## src/rtl/serial_adder_ctrl.sv

```systemverilog
// Bit-serial adder controller: one shared half-adder pair forms a full adder, one bit per clock.
// Optional subtraction (sub port, ~b and carry-in 1) is enabled by defining SERIAL_ADDER_SUB_EN.
module serial_adder_ctrl #(
  parameter int WIDTH = 8
) (
  input  logic             clk,
  input  logic             rst,
  input  logic             start,
  input  logic [WIDTH-1:0] a,
  input  logic [WIDTH-1:0] b,
`ifdef SERIAL_ADDER_SUB_EN
  input  logic             sub,
`endif
  output logic             busy,
  output logic             done,
  output logic [WIDTH-1:0] sum,
  output logic             carry_out
);

  localparam int CW = $clog2(WIDTH + 1);

  typedef enum logic [1:0] {IDLE, RUN, DONE} state_t;

  state_t           state_reg, state_next;
  logic [WIDTH-1:0] sa_reg, sa_next;
  logic [WIDTH-1:0] sb_reg, sb_next;
  logic [WIDTH-1:0] acc_reg, acc_next;
  logic [WIDTH-1:0] sum_reg, sum_next;
  logic [CW-1:0]    cnt_reg, cnt_next;
  logic             cy_reg, cy_next;
  logic             co_reg, co_next;
  logic             busy_reg, busy_next;
  logic             done_reg, done_next;

  logic             sub_sel;
  logic             s1, c1, s, c2, cy_new;
  logic [WIDTH:0]   acc_ext;
  logic [WIDTH-1:0] acc_shift;

`ifdef SERIAL_ADDER_SUB_EN
  assign sub_sel = sub;
`else
  assign sub_sel = 1'b0;
`endif

  // The two half-adders acting as one full adder on the current LSBs.
  assign s1        = sa_reg[0] ^ sb_reg[0];
  assign c1        = sa_reg[0] & sb_reg[0];
  assign s         = s1 ^ cy_reg;
  assign c2        = s1 & cy_reg;
  assign cy_new    = c1 | c2;
  assign acc_ext   = {s, acc_reg};
  assign acc_shift = acc_ext[WIDTH:1];

  always_ff @(posedge clk or posedge rst) begin
    if (rst) begin
      state_reg <= IDLE;
      sa_reg    <= '0;
      sb_reg    <= '0;
      acc_reg   <= '0;
      sum_reg   <= '0;
      cnt_reg   <= '0;
      cy_reg    <= 1'b0;
      co_reg    <= 1'b0;
      busy_reg  <= 1'b0;
      done_reg  <= 1'b0;
    end else begin
      state_reg <= state_next;
      sa_reg    <= sa_next;
      sb_reg    <= sb_next;
      acc_reg   <= acc_next;
      sum_reg   <= sum_next;
      cnt_reg   <= cnt_next;
      cy_reg    <= cy_next;
      co_reg    <= co_next;
      busy_reg  <= busy_next;
      done_reg  <= done_next;
    end
  end

  always_comb begin
    state_next = state_reg;
    sa_next    = sa_reg;
    sb_next    = sb_reg;
    acc_next   = acc_reg;
    sum_next   = sum_reg;
    cnt_next   = cnt_reg;
    cy_next    = cy_reg;
    co_next    = co_reg;
    busy_next  = busy_reg;
    done_next  = 1'b0;
    case (state_reg)
      IDLE: begin
        if (start) begin
          sa_next    = a;
          sb_next    = sub_sel ? ~b : b;
          cnt_next   = '0;
          cy_next    = sub_sel;
          busy_next  = 1'b1;
          state_next = RUN;
        end
      end
      RUN: begin
        cy_next  = cy_new;
        acc_next = acc_shift;
        sa_next  = sa_reg >> 1;
        sb_next  = sb_reg >> 1;
        cnt_next = cnt_reg + CW'(1);
        // Counter holds WIDTH-1 while the MSB is being added: last bit.
        if (cnt_reg == CW'(WIDTH - 1)) begin
          sum_next   = acc_shift;
          co_next    = cy_new;
          done_next  = 1'b1;
          state_next = DONE;
        end
      end
      DONE: begin
        busy_next  = 1'b0;
        state_next = IDLE;
      end
      default: state_next = IDLE;
    endcase
  end

  assign busy      = busy_reg;
  assign done      = done_reg;
  assign sum       = sum_reg;
  assign carry_out = co_reg;

endmodule
```

## config.mk

```make
export PLATFORM = sky130hd
export DESIGN_NAME = serial_adder_ctrl
export DESIGN_NICKNAME = d
export VERILOG_FILES = /design/src/rtl/serial_adder_ctrl.sv
export SDC_FILE = /design/constraint.sdc
export NUM_CORES = 1
export LEC_CHECK = 0
export ABC_AREA = 0
export CAP_MARGIN = 10
export CORE_MARGIN = 3
export CORE_UTILIZATION = 50
export CTS_CLUSTER_DIAMETER = 120
export DETAILED_ROUTE_END_ITERATION = 8
export GPL_ROUTABILITY_DRIVEN = 0
export PLACE_DENSITY = 0.75
export RECOVER_POWER = 50
export SETUP_SLACK_MARGIN = 0.2
export SKIP_CTS_REPAIR_TIMING = 1
export SYNTH_ARGS = -nofsm -noshare
export SYNTH_HDL_FRONTEND = slang
export SYNTH_SLANG_ARGS = --single-unit
export TNS_END_PERCENT = 1
```

## constraint.sdc

```tcl
create_clock -name clk -period 4 [get_ports clk]
set_clock_uncertainty 0.1 [all_clocks]
set_input_delay 0.8 -clock clk [delete_from_list [all_inputs] [get_ports clk]]
set_output_delay 0.8 -clock clk [all_outputs]
set_load 0.1 [all_outputs]
```

==> summary.txt <==
Detailed routing
  • WL/cell: 14.17 µm
  • Post-Route WL: 2.990 mm
  • Vias: 1143
  • Initial DRC Count: 99
  • TritonRoute pass-1 iters: 4
  • DRC: 0
  • ANT nets after route: 0
  • Routed vias/inst: 5.417

Finish
  • Diodes inserted: 0
  • Synthesis-to-finish area growth: 23.92%
  • Layout Nets: 187
  • Layout cells sized above 1: 16.17%
  • Post-layout util: 66.72%
  • Fillers: 254

Hold path
  • Hold_sp: sb_reg[5]
  • HP Class: flip-flop to flip-flop

Power
  • Leak Pwr: 0.8891 nW
  • P_sw: 0.8114 mW
  • Worst VDD drop: 397.2 µV
  • Switch share: 44.23%
  • Comb power frac: 45.7%
  • Internal: 1.023 mW
  • Flop pwr share: 39.2%
  • Overall Power: 1.834 mW
  • Pwr Density: 879.0 nW/µm²
  • Clock power frac: 15.1%

Critical path
  • Critical-path top delay cell: clkbuf_1
  • CP max FO: 41
  • CP Capture Type: asynchronous set/reset pin
  • WP buf/inv: 3
  • CP top delay family: buffers and inverters
  • Crit-path cells: dlygate4sd3_1 > inv_1 > clkbuf_1
  • Reg2Reg Launch Point: state_reg[0]
  • Critical Path RT: 3.95 ns
  • Critical path origin: rst
  • Crit start category: primary input
  • Critical Path Max Stage Delay: 1.46 ns
  • CP Data Arrival Time: 2.85 ns
  • Setup CP Type: primary input to asynchronous set/reset pin

Global route
  • Number of global-route vias before repair: 1142
  • Largest net degree at the start of global routing: 42
  • Grt total ovfl: 0
  • Gr usage total: 16.02%
  • First-pass GRT wire length: 5.168 mm
  • Initial antenna violation count: 0

STA
  • Worst Tran Pin Value: 2.053 ns
  • RSZ-0062 raised after global routing: no
  • Final setup violation count: 0
  • Period utilization: 72.54%
  • Setup TNS: 0 ns
  • Fin crit period: 2.902 ns
  • Fmax: 344.6 MHz
  • Worst slew margin: -36.86%
  • Post-route setup slack: 1.098 ns
  • Final hold vios: 0
  • Count of final max-slew check failures: 42

Floorplan
  • Core box area: 3128 µm²
  • Die Ht: 64.04 µm
  • Row cnt: 20
  • Starting Density: 53.84%
  • I/O Pins: 30
  • Chip width: 64.04 µm
  • Die area: 4100 µm²

Logic synthesis
  • Cells after synthesis: 136
  • Top post-synthesis cells by area: dfrtp_1 61%, mux2_2 11%, a22oi_1 6.2%, o21ai_0 4.5%, nand2_1 3.6%
  • Yosys synthesis warning count: 0
  • FFs w/ async S/R, synth: 100.0%
  • Synthesized area: 1684 µm²
  • Synth Flop Type: dfrtp_1
  • EDFF count, synth: 0
  • Synth Register Bits: 41
  • Post-Syn Area per Cell: 12.38 µm²
  • Post-synthesis sequential area ratio: 60.92%
  • Most frequent cells after synthesis: 41 x dfrtp_1, 17 x mux2_2, 16 x nand2_1
  • Yosys cell types: 24
  • Proportion of netlist area held by the largest area contributor: 60.92%
  • Post-synth top area cell: dfrtp_1
  • Syn_nets: 157
  • Most frequent cell after synthesis: dfrtp_1

CTS
  • CTS tree: done
  • Sink Count: 41
  • # H-tree levels: 2
  • Root buffer cell: clkbuf_4
  • Clock buffer depth: 2
  • Num CTS Buffers: 5
  • Worst-path clk slew: 0.12 ns
  • Clock network latency to the later pin of the worst-skew pair: 0.34 ns

Place
  • PortBufs: 29
  • Pre-CTS setup slack: 1.302 ns
  • DP Wirelength: 1.954 mm

Run
  • Max Cap Viol: 1

Run status
  • Status: finished with violations
  • Failing checks: max-capacitance violations, max-slew violations
## metal layers
| metal | share of wire, % | vias up | wire, µm | global-route usage [%] |
|---|---|---|---|---|
| met3 | 5.1 | 4 | 153 | 3.866 |
| met5 | 0 | - | 0 | 0 |
| met2 | 48 | 32 | 1423 | 25.68 |
| met4 | 0.94 | 0 | 28 | 5.660 |
| li1 | - | 545 | - | - |
| met1 | 46 | 562 | 1385 | 21.19 |
## worst paths after layout
| check | end | slack, ns | depth (start not counted) |
|---|---|---|---|
| worst max register to register | sum[1] | 1.70 | 3 |
| worst min-delay path | sb_reg[5] | 0.40 | 2 |
| worst max-delay path | cnt_reg[1] | 1.10 | 3 |
| worst min register to register | sb_reg[5] | 0.40 | 2 |
| max in group clk | busy | 1.23 | 1 |
| min in group asynchronous | sum[4] | 1.53 | 3 |
## cell usage in the layout (no fill, tap or decap)
cell type        count
nor4_4               1
clkbuf_4             5
clkbuf_8             1
a211oi_1             1
nor2_2               1
bufinv_16            1
o21bai_1             1
nand3_1              1
clkbuf_1             2
nor2b_1              2
dlygate4sd3_1        1
ha_1                 1
fa_1                 1
nor4_1               1
inv_1                3
o21ai_0             15
a22o_1               4
nand2_1             16
clkinvlp_4           1
nor2_1               3
a22oi_1             14
a21oi_1              3
dfrtp_1             41
or3_1                1
mux2_2              17
mux2i_1              1
clkdlybuf4s50_1     28
## power by group through the flow
stage / Combinational [mW] / Clock [mW] / Sequential [mW]
after global routing: 0.898 / 0.302 / 0.747
after global placement: 0.827 / 0 / 0.719
after detailed placement: 0.848 / 0 / 0.729
after floorplan: 0.374 / 0 / 1.01
after CTS: 0.853 / 0.284 / 0.720
final: 0.838 / 0.277 / 0.718
## kinds of logic after synthesis
| kind of cell | after synthesis | share of synthesized area (%) |
|---|---|---|
| AOI/OAI and AO/OA | 38 | 14.56 |
| buffers and inverters | 11 | 2.971 |
| muxes | 18 | 11.96 |
| DFF | 41 | 60.92 |
| and+or+nand+nor | 26 | 7.653 |
| adders and majority gates | 2 | 1.932 |
## worst min-delay path: stages (launching register included)
cell     delay [ns]
dfrtp_1        0.37
nand2_1        0.04
o21ai_0        0.06
## stage by stage
step           cells  hold slack [ns]  instance area (µm²)
6_report         211           0.3958                 2087
3_3_place_gp     203           0.3617                 2006
3_5_place_dp     203           0.3708                 2006
4_1_cts          211           0.3988                 2095
5_1_grt          211           0.4212                 2087
2_1_floorplan    136           0.3502                 1684
## layout make-up
class	instances	area (µm²)	share of cell area [%]
sequential	41	1026	49.16
multi-input combinational	84	608.1	29.14
timing repair buffer	31	297.8	14.27
tap	44	55.05	2.638
clock buffer	6	51.30	2.458
clock inverter	2	37.54	1.799
inverter	3	11.26	0.5396
Note: power is estimated with default switching activity, not from simulation.
